## config.mk

```make
export PLATFORM = sky130hd
export DESIGN_NAME = simpleuart_txfifo
export DESIGN_NICKNAME = d
export VERILOG_FILES = /design/src/rtl/simpleuart_pkg.sv /design/src/rtl/simpleuart_fifo_mem.sv /design/src/rtl/simpleuart_txfifo.sv
export SDC_FILE = /design/constraint.sdc
export NUM_CORES = 1
export LEC_CHECK = 0
export ABC_AREA = 1
export BUFFER_PORTS_ARGS = -buffer_cell sky130_fd_sc_hd__buf_2
export CORE_ASPECT_RATIO = 0.75
export CORE_MARGIN = 2
export CORE_UTILIZATION = 50
export CTS_CLUSTER_DIAMETER = 50
export CTS_CLUSTER_SIZE = 25
export DETAILED_ROUTE_END_ITERATION = 12
export PLACE_DENSITY = 0.7
export SLEW_MARGIN = 10
export SYNTH_ARGS = -nofsm -noshare
export SYNTH_HDL_FRONTEND = slang
export SYNTH_HIERARCHICAL = 1
export SYNTH_SLANG_ARGS = --single-unit
```

## constraint.sdc

```tcl
create_clock -name clk -period 2.35 [get_ports clk]
set_input_delay 0.3525 -clock clk [delete_from_list [all_inputs] [get_ports clk]]
set_output_delay 0.3525 -clock clk [all_outputs]
set_load 0.02 [all_outputs]
```

## src/rtl/simpleuart_pkg.sv

```systemverilog
// Shared definitions for the simple UART transmit FIFO.
// Holds the data-path widths and the occupancy helper used by the FIFO top.
package simpleuart_pkg;

  localparam int UART_DAT_W = 32;
  localparam int BYTE_W     = 8;
  // Widest pointer supported (DEPTH_LOG2 up to 8 plus the wrap bit).
  localparam int PTR_MAX_W  = 9;

  // Occupancy from wrap-bit pointers. Callers zero-extend narrower pointers
  // and truncate the result back to their own pointer width; the modulo
  // arithmetic survives that truncation.
  function automatic logic [PTR_MAX_W-1:0] fifo_level(
    input logic [PTR_MAX_W-1:0] wptr,
    input logic [PTR_MAX_W-1:0] rptr
  );
    return wptr - rptr;
  endfunction

endpackage

```

## src/rtl/simpleuart_fifo_mem.sv

```systemverilog
// Byte storage for the transmit FIFO: 2**DEPTH_LOG2 x 8 register array with
// synchronous write and asynchronous (combinational) read. Not reset.
// Ports:
//   clk   - system clock
//   we    - write enable, stores wdata at waddr on the rising edge
//   waddr - write slot
//   wdata - byte to store
//   raddr - read slot
//   rdata - byte currently held at raddr
module simpleuart_fifo_mem
  import simpleuart_pkg::*;
#(
  parameter int DEPTH_LOG2 = 4
) (
  input  logic                  clk,
  input  logic                  we,
  input  logic [DEPTH_LOG2-1:0] waddr,
  input  logic [BYTE_W-1:0]     wdata,
  input  logic [DEPTH_LOG2-1:0] raddr,
  output logic [BYTE_W-1:0]     rdata
);

  logic [BYTE_W-1:0] mem_r [2**DEPTH_LOG2];

  // Storage write port.
  always_ff @(posedge clk) begin
    if (we) begin
      mem_r[waddr] <= wdata;
    end
  end

  assign rdata = mem_r[raddr];

endmodule

```

## src/rtl/simpleuart_txfifo.sv

```systemverilog
// Transmit byte FIFO placed in front of the simple UART data register.
// The CPU pushes bytes without stalling; the FIFO drains them into the UART
// using its we/wait handshake and reports level, overflow and low-watermark.
// Ports:
//   clk, resetn    - clock, asynchronous active-low reset
//   wr_en, wr_data - push a byte (dropped and flagged in ovf when full)
//   flush          - discard everything queued, including a same-cycle push
//   clr_ovf        - clear the sticky overflow flag
//   level/full/empty/irq_lowater - occupancy status (from registered pointers)
//   ovf            - sticky dropped-push flag
//   uart_dat_we/uart_dat_di/uart_dat_wait - UART data-register handshake
module simpleuart_txfifo
  import simpleuart_pkg::*;
#(
  parameter int DEPTH_LOG2 = 4,
  parameter int LOWATER    = 2
) (
  input  logic                  clk,
  input  logic                  resetn,
  input  logic                  wr_en,
  input  logic [BYTE_W-1:0]     wr_data,
  input  logic                  flush,
  input  logic                  clr_ovf,
  output logic [DEPTH_LOG2:0]   level,
  output logic                  full,
  output logic                  empty,
  output logic                  ovf,
  output logic                  irq_lowater,
  output logic                  uart_dat_we,
  output logic [UART_DAT_W-1:0] uart_dat_di,
  input  logic                  uart_dat_wait
);

  localparam int PW = DEPTH_LOG2 + 1;
  localparam logic [PW-1:0] DEPTH_L   = PW'(2**DEPTH_LOG2);
  localparam logic [PW-1:0] LOWATER_L = PW'(LOWATER);

  logic [PW-1:0]     wptr_r;
  logic [PW-1:0]     rptr_r;
  logic [PW-1:0]     wptr_next;
  logic [PW-1:0]     rptr_next;
  logic              ovf_r;
  logic              push;
  logic              pop;
  logic [BYTE_W-1:0] rd_data;

  // Status derives only from the registered pointers, so nothing here
  // depends on uart_dat_wait (the UART builds wait from we).
  assign level       = PW'(fifo_level(PTR_MAX_W'(wptr_r), PTR_MAX_W'(rptr_r)));
  assign full        = (level == DEPTH_L);
  assign empty       = (level == {PW{1'b0}});
  assign irq_lowater = (level <= LOWATER_L);
  assign ovf         = ovf_r;

  assign uart_dat_we = !empty;
  assign uart_dat_di = empty ? {UART_DAT_W{1'b0}}
                             : {{(UART_DAT_W-BYTE_W){1'b0}}, rd_data};

  // Full is judged on the current level, so a same-cycle pop never frees a
  // slot for the push.
  assign push = wr_en && !full;
  assign pop  = uart_dat_we && !uart_dat_wait;

  // Next pointers; flush snaps rptr onto the post-push wptr so a push in the
  // flush cycle is discarded too.
  always_comb begin
    wptr_next = wptr_r + PW'(push);
    rptr_next = rptr_r + PW'(pop);
    if (flush) begin
      rptr_next = wptr_next;
    end else begin
      rptr_next = rptr_r + PW'(pop);
    end
  end

  // Pointer registers.
  always_ff @(posedge clk or negedge resetn) begin
    if (!resetn) begin
      wptr_r <= {PW{1'b0}};
      rptr_r <= {PW{1'b0}};
    end else begin
      wptr_r <= wptr_next;
      rptr_r <= rptr_next;
    end
  end

  // Sticky overflow: a rejected push wins over a same-cycle clear.
  always_ff @(posedge clk or negedge resetn) begin
    if (!resetn) begin
      ovf_r <= 1'b0;
    end else if (wr_en && full) begin
      ovf_r <= 1'b1;
    end else if (clr_ovf) begin
      ovf_r <= 1'b0;
    end else begin
      ovf_r <= ovf_r;
    end
  end

  simpleuart_fifo_mem #(
    .DEPTH_LOG2(DEPTH_LOG2)
  ) u_mem (
    .clk  (clk),
    .we   (push),
    .waddr(wptr_r[DEPTH_LOG2-1:0]),
    .wdata(wr_data),
    .raddr(rptr_r[DEPTH_LOG2-1:0]),
    .rdata(rd_data)
  );

endmodule

```

==> results of run 1 <==
timing repair:
action,in CTS,in global routing
endpoints found under the hold margin,11,0
gates cloned,1,0
endpoints found under the setup margin,147,150
gates resized for setup,92,10
pin swaps,18,9
setup buffers,10,5
hold buffers,1,0
final cells by class:
cell class                      count  share of cell area
Sequential cell                   139               0.494
Multi-Input combinational cell    384               0.253
Timing Repair Buffer               80              0.0899
Inverter                          130              0.0588
Clock buffer                       19              0.0519
Clock inverter                     13              0.0267
Tap cell                          171              0.0257
per-layer routing:
layer	wire length [µm]	track usage	vias to the layer above
li1	-	-	2262
met1	7210	0.355	2370
met2	7730	0.358	245
met3	1280	0.0602	21
met4	228	0.0641	0
met5	0	0	-
final timing paths:
kind / startpoint / end / slack, ns / depth (start not counted)
max: rptr_r[0]$_DFF_PN0_ / uart_dat_we / -0.39 / 13
max in group asynchronous: resetn / rptr_r[0]$_DFF_PN0_ / 1.78 / 2
min: clr_ovf / ovf$_DFFE_PN0P_ / 0.18 / 4
max reg2reg: rptr_r[0]$_DFF_PN0_ / u_mem/mem_r[5][1]$_DFFE_PP_ / -0.36 / 15
min in group asynchronous: resetn / rptr_r[3]$_DFF_PN0_ / 0.35 / 2
min reg2reg: ovf$_DFFE_PN0P_ / ovf$_DFFE_PN0P_ / 0.49 / 2
cell usage after synthesis (3+ instances only):
cell      instances
nand2_1         188
edfxtp_1        128
inv_1           127
nand3_1         109
nor2_1           33
buf_4            28
buf_2            13
dfrtp_1          11
ha_1              8
buf_6             7
xor2_1            4
a21oi_1           3
inv_2             3
o21ai_0           3
kinds of logic after synthesis:
family                     after synthesis  share of synthesized area
AOI/OAI and AO/OA                        6                    0.00453
xor gates and xnor gates                 6                    0.00793
adders and majority gates                9                     0.0181
buffers and inverters                  180                      0.128
DFF                                    139                      0.622
muxes                                    2                    0.00340
other                                    1                   0.000566
and+or+nand+nor                        337                      0.215
registers in the layout, indices dropped and copies added, names as in the netlist:
name and cells:
u_mem/mem_r 128, rptr_r 5, wptr_r 5, ovf 1
worst reg2reg max path, stage by stage (launching register included):
cell and delay [ns]:
dfrtp_2 0.44, ha_4 0.18, fa_2 0.36, inv_2 0.07, nand3_2 0.06, nand2_1 0.07, nand2_1 0.08, nand2_2 0.09
buf_4 0.11, buf_6 0.09, nor2_4 0.04, nor2_4 0.22, nand3b_1 0.19, buf_6 0.19, nor2_4 0.08, buf_6 0.16
power by group through the flow:
stage	Combinational (mW)	Clock [mW]	Sequential (mW)
finish	6.51	2.97	3.18
global route	6.97	3.10	3.21
CTS	6.18	2.99	3.18
detailed placement	5.05	0	3.22
global placement	4.96	0	3.21
floorplan	3.47	0	3.26
through the flow:
| stage | instance area (µm²) | utilization | TNS [ns] | cells | worst slack [ns] |
|---|---|---|---|---|---|
| after floorplan | 6890 | - | -15.93 | 703 | -0.181 |
| after global placement | 7180 | 0.554 | -11.15 | 889 | -0.134 |
| after detailed placement | 7180 | 0.554 | -14.37 | 889 | -0.229 |
| after CTS | 8270 | 0.638 | -24.99 | 933 | -0.310 |
| after global routing | 8330 | 0.642 | -63.07 | 936 | -0.484 |
| final | 8330 | 0.642 | -47.24 | 936 | -0.391 |
==> flow_metrics.env, run 1 <==
export IMPL_final_cell_mix="nand2_1 (186), edfxtp_1 (128), inv_1 (122), nand3_1 (105), buf_6 (37)"
export IMPL_end_kind="primary output"
export IMPL_pwr_share_clk=0.234
export IMPL_synth_edff_count=128
export IMPL_syn_inst=680
export IMPL_grt_max_degree=51
export IMPL_io_buffers=31
export IMPL_path_max_fanout=5
export IMPL_final_common_cell="nand2_1"
export IMPL_vias=4898
export IMPL_drc=0
export IMPL_fill_cells=958
export IMPL_synth_top_flop_cell="edfxtp_1"
export IMPL_rows=36
export IMPL_worstPathRequired_ns=2.00
export IMPL_fin_crit_ns=2.74
export IMPL_crit_chain="ha_4, fa_2, inv_2, nand3_2, nand2_1, nand2_1, nand2_2, buf_6, inv_4, nor2_4, buf_6, inv_2, buf_6"
export IMPL_p_sw_frac=0.398
export IMPL_finalPower_mw=12.7
export IMPL_coreArea_um2=13000
export IMPL_min_path_type="in -> reg"
export IMPL_clockBufferDepth=2
export IMPL_path_buf_inv=6
export IMPL_violations="setup timing"
export IMPL_drt_iter0_markers=509
export IMPL_cts_sinks=139
export IMPL_report_final_slew_viol_count=0
export IMPL_multi_input_area_um2=2100
export IMPL_post_dp_hpwl_um=10100
export IMPL_cp_slowest_cell="dfrtp_2"
export IMPL_relSlewSlack=0.648
export IMPL_cpMostUsedCell="buf_6"
export IMPL_setup_slack_ns=-0.391
export IMPL_area_growth_pct=25.8
export IMPL_boundaryPins=56
export IMPL_synth_top_cell_area_share=0.580
export IMPL_setup_viol=150
export IMPL_path_clk_slew_ns=0.05
export IMPL_power_switching_mw=5.05
export IMPL_powerDensity_nw_per_um2=1520
export IMPL_tightest_slew_ns=0.527
export IMPL_yosysUniqueCellTypes=26
export IMPL_die_h_um=104
export IMPL_regArea_um2=4120
export IMPL_cts_tree="built"
export IMPL_detail_route_antenna_nets=0
export IMPL_netlist_area_um2=6620
export IMPL_crit_family="buffers and inverters"
export IMPL_yosysTopAreaCell="edfxtp_1"
export IMPL_comb_power_share=0.514
export IMPL_num_nets_final=775
export IMPL_yosysSeqAreaShare=0.622
export IMPL_fin_skew_ns=0.00645
export IMPL_grt_pass1_vias=4602
export IMPL_hold_slack_ns=0.177
export IMPL_ir_drop_mv=0.839
export IMPL_syn_mean_instance_area_um2=9.74
export IMPL_post_drt_wl_per_cell_um=17.6
export IMPL_clockRootBuffer="clkbuf_16"
export IMPL_numCtsBuffers=17
export IMPL_fin_crit_sh=1.17
export IMPL_crit_path_start_kind="flop"
export IMPL_p_int_mw=7.62
export IMPL_ys_ff_latch=139
export IMPL_grt_usage=0.241
export IMPL_grt_overflow_total=0
export IMPL_die_area_um2=14200
export IMPL_status="finished with violations"
export IMPL_die_x_um=137
export IMPL_h_tree_depth=4
export IMPL_worstSetupPathType="reg -> out"
export IMPL_grt_first_pass_wirelength_um=25100
export IMPL_globalplace_congestion=0.921
export IMPL_arrival_ns=2.39
export IMPL_maxCapViolations=0
export IMPL_viasPerCell=5.23
export IMPL_n_antenna_cell=0
export IMPL_fmax_mhz=365
export IMPL_worstSkewPairLatency_ns=0.41
export IMPL_rsz0062_at_grt="yes"
export IMPL_antenna_found_initial=0
export IMPL_leakagePower_nw=3.68
export IMPL_async_flop_share=0.0791
export IMPL_wl_um=16400
export IMPL_drive_gt1_frac=0.218
export IMPL_ys_top_cells_by_area="edfxtp_1 (58%), nand2_1 (11%), nand3_1 (8.2%)"
export IMPL_seqPwrFrac=0.251
export IMPL_ys_warn_count=6
export IMPL_critPathMaxStageDelay_ns=0.44
export IMPL_hold_violations=0
export IMPL_drtPass1Iterations=7
export IMPL_start_util=0.511
(Power assumes the default switching activity.)
==> run 2: changes to the inputs <==
--- a/config.mk
+++ b/config.mk
@@ -7,13 +7,15 @@
 export LEC_CHECK = 0
 export ABC_AREA = 1
 export BUFFER_PORTS_ARGS = -buffer_cell sky130_fd_sc_hd__buf_2
-export CORE_ASPECT_RATIO = 0.75
+export CORE_ASPECT_RATIO = 0.9
 export CORE_MARGIN = 2
 export CORE_UTILIZATION = 50
 export CTS_CLUSTER_DIAMETER = 50
 export CTS_CLUSTER_SIZE = 25
 export DETAILED_ROUTE_END_ITERATION = 12
+export MAX_ROUTING_LAYER = met4
 export PLACE_DENSITY = 0.7
+export SKIP_CTS_REPAIR_TIMING = 1
 export SLEW_MARGIN = 10
 export SYNTH_ARGS = -nofsm -noshare
 export SYNTH_HDL_FRONTEND = slang
==> run 2 against run 1 <==
  * The flow still finishes with violations (setup timing)
  * Hold slack worse by 0.0032 ns
  * Critical path depth down 1
  * First-iteration DRC count up 1.4%
  * Sequential cell count unchanged
  * Cell count down 1.7%
  * Utilization down 1.9 points
  * Maximum frequency down 2.5%
  * Sequential share of layout area up 2.0 points
  * Clock skew up 0.0013 ns
  * Critical path type unchanged
==> flow_metrics.env, run 2 (synthesis results as in run 1) <==
export IMPL_status="finished with violations"
export IMPL_violations="setup timing"
export IMPL_arrival_ns=2.46
export IMPL_cts_sinks=139
export IMPL_path_buf_inv=5
export IMPL_grt_first_pass_wirelength_um=23800
export IMPL_hold_slack_ns=0.173
export IMPL_rsz0062_at_grt="yes"
export IMPL_pre_cts_slack_ns=-0.223
export IMPL_rr_endpoint="rptr_r[4]$_DFF_PN0_"
export IMPL_detail_route_antenna_nets=0
export IMPL_tns_ns=-31.41
export IMPL_rows=39
export IMPL_die_x_um=125
export IMPL_final_cell_area_um2=8000
export IMPL_min_path_type="in -> reg"
export IMPL_largest_register_ffs=128
export IMPL_drt_iter0_markers=516
export IMPL_path_clk_slew_ns=0.06
export IMPL_fin_crit_ns=2.81
export IMPL_final_common_cell="nand2_1"
export IMPL_end_kind="primary output"
export IMPL_min_from="clr_ovf"
export IMPL_grt_max_degree=67
export IMPL_area_growth_pct=20.8
export IMPL_worstSkewPairLatency_ns=0.42
export IMPL_grt_pass1_vias=4480
export IMPL_die_h_um=113
export IMPL_finalPower_mw=11.4
export IMPL_antenna_found_initial=0
export IMPL_fill_cells=1043
export IMPL_critPathMaxStageDelay_ns=0.44
export IMPL_min_to="ovf$_DFFE_PN0P_"
export IMPL_start_util=0.516
export IMPL_powerDensity_nw_per_um2=1430
export IMPL_setup_slack_ns=-0.461
export IMPL_die_area_um2=14200
export IMPL_cpMostUsedCell="buf_6"
export IMPL_top_register="u_mem/mem_r"
export IMPL_relSlewSlack=0.652
export IMPL_ir_drop_mv=0.758
export IMPL_coreArea_um2=12800
export IMPL_grt_overflow_total=0
export IMPL_postPlaceCellArea_um2=7160
export IMPL_globalplace_congestion=0.895
export IMPL_num_nets_final=768
export IMPL_boundaryPins=56
export IMPL_worstPathRequired_ns=2.00
export IMPL_reg_top3="u_mem/mem_r x128, rptr_r x5, wptr_r x5"
export IMPL_n_antenna_cell=0
export IMPL_h_tree_depth=4
export IMPL_wl_um=15800
export IMPL_final_cell_mix="nand2_1 (186), edfxtp_1 (128), inv_1 (123), nand3_1 (105), buf_6 (29)"
export IMPL_p_sw_frac=0.414
export IMPL_post_drt_wl_per_cell_um=17.1
export IMPL_fmax_mhz=356
export IMPL_io_buffers=31
export IMPL_crit_path_start_kind="flop"
export IMPL_maxCapViolations=0
export IMPL_crit_family="adder cells"
export IMPL_tightest_slew_ns=0.521
export IMPL_grt_usage=0.230
export IMPL_numCtsBuffers=17
export IMPL_fin_skew_ns=0.00778
export IMPL_leakagePower_nw=3.55
export IMPL_post_dp_hpwl_um=10000
export IMPL_fin_crit_sh=1.20
export IMPL_drc=0
export IMPL_worstSetupPathType="reg -> out"
export IMPL_drive_gt1_frac=0.194
export IMPL_comb_power_share=0.526
export IMPL_setup_viol=148
export IMPL_power_switching_mw=4.73
export IMPL_clockBufferDepth=2
export IMPL_vias=4712
export IMPL_timing_reg2reg_setup_slack_ns=-0.31
export IMPL_p_int_mw=6.68
export IMPL_crit_chain="ha_4, fa_2, inv_2, nand3_2, nand3_1, nand2_2, buf_6, inv_4, nor2_4, buf_6, nor2_2, buf_6"
export IMPL_path_max_fanout=5
export IMPL_pwr_share_clk=0.195
export IMPL_hold_path_depth=4
export IMPL_seqPwrFrac=0.279
export IMPL_clockRootBuffer="clkbuf_16"
export IMPL_hold_violations=0
export IMPL_report_final_slew_viol_count=0
export IMPL_viasPerCell=5.12
export IMPL_cts_tree="built"
export IMPL_drtPass1Iterations=6
export IMPL_reg2reg_from="rptr_r[0]$_DFF_PN0_"
export IMPL_cp_slowest_cell="dfrtp_2"
export IMPL_reg2reg_depth=16
==> run 2: how the worst max path moves through the flow <==
stage / from / endpoint / slack (ns) / cells after the start
6_report: rptr_r[0]$_DFF_PN0_ / uart_dat_di[5] / -0.46 / 12
2_1_floorplan: rptr_r[0]$_DFF_PN0_ / rptr_r[4]$_DFF_PN0_ / -0.18 / 13
3_5_place_dp: rptr_r[0]$_DFF_PN0_ / uart_dat_di[5] / -0.22 / 11
4_1_cts: rptr_r[0]$_DFF_PN0_ / uart_dat_di[5] / -0.69 / 11
5_1_grt: rptr_r[0]$_DFF_PN0_ / uart_dat_di[6] / -0.54 / 12
3_3_place_gp: rptr_r[0]$_DFF_PN0_ / u_mem/mem_r[8][0]$_DFFE_PP_ / -0.15 / 12
==> run 2: worst reg2reg max path, stage by stage, from the launching register on <==
cell,delay [ns]
dfrtp_2,0.44
ha_4,0.18
fa_2,0.40
inv_2,0.08
nand3_2,0.09
nand3_1,0.14
nand2_2,0.10
buf_6,0.13
inv_4,0.05
nor2_4,0.04
buf_4,0.13
nor2_4,0.14
ha_4,0.17
ha_4,0.13
nand3_1,0.08
xor2_1,0.15
o21ai_0,0.14
==> run 2: cell type report <==
| class | instances | area (µm²) | share of cell area |
|---|---|---|---|
| Clock buffer | 23 | 448 | 0.0560 |
| Clock inverter | 7 | 27.5 | 0.00344 |
| Sequential cell | 139 | 4120 | 0.515 |
| Inverter | 130 | 490 | 0.0613 |
| Timing Repair Buffer | 73 | 664 | 0.0830 |
| Tap cell | 164 | 205 | 0.0256 |
| Multi-Input combinational cell | 384 | 2050 | 0.256 |
==> run 2: power by group through the flow <==
stage | clock, mW | combinational [mW] | sequential (mW)
2_1_floorplan | 0 | 3.47 | 3.26
3_3_place_gp | 0 | 4.94 | 3.21
3_5_place_dp | 0 | 5.03 | 3.23
4_1_cts | 2.25 | 5.06 | 3.18
5_1_grt | 2.37 | 6.44 | 3.21
6_report | 2.23 | 6.00 | 3.19
==> run 2: metal layers <==
metal,vias up,routed length (µm),global-route usage
met2,184,7700,0.351
met4,0,312,0.0985
met3,27,1040,0.0553
li1,2240,-,-
met5,-,0,-
met1,2261,6710,0.298
==> run 2: metrics by stage <==
step / cells / util
6_report: 920 / 0.624
5_1_grt: 920 / 0.624
4_1_cts: 910 / 0.595
3_5_place_dp: 880 / 0.558
3_3_place_gp: 880 / 0.558
2_1_floorplan: 703 / -
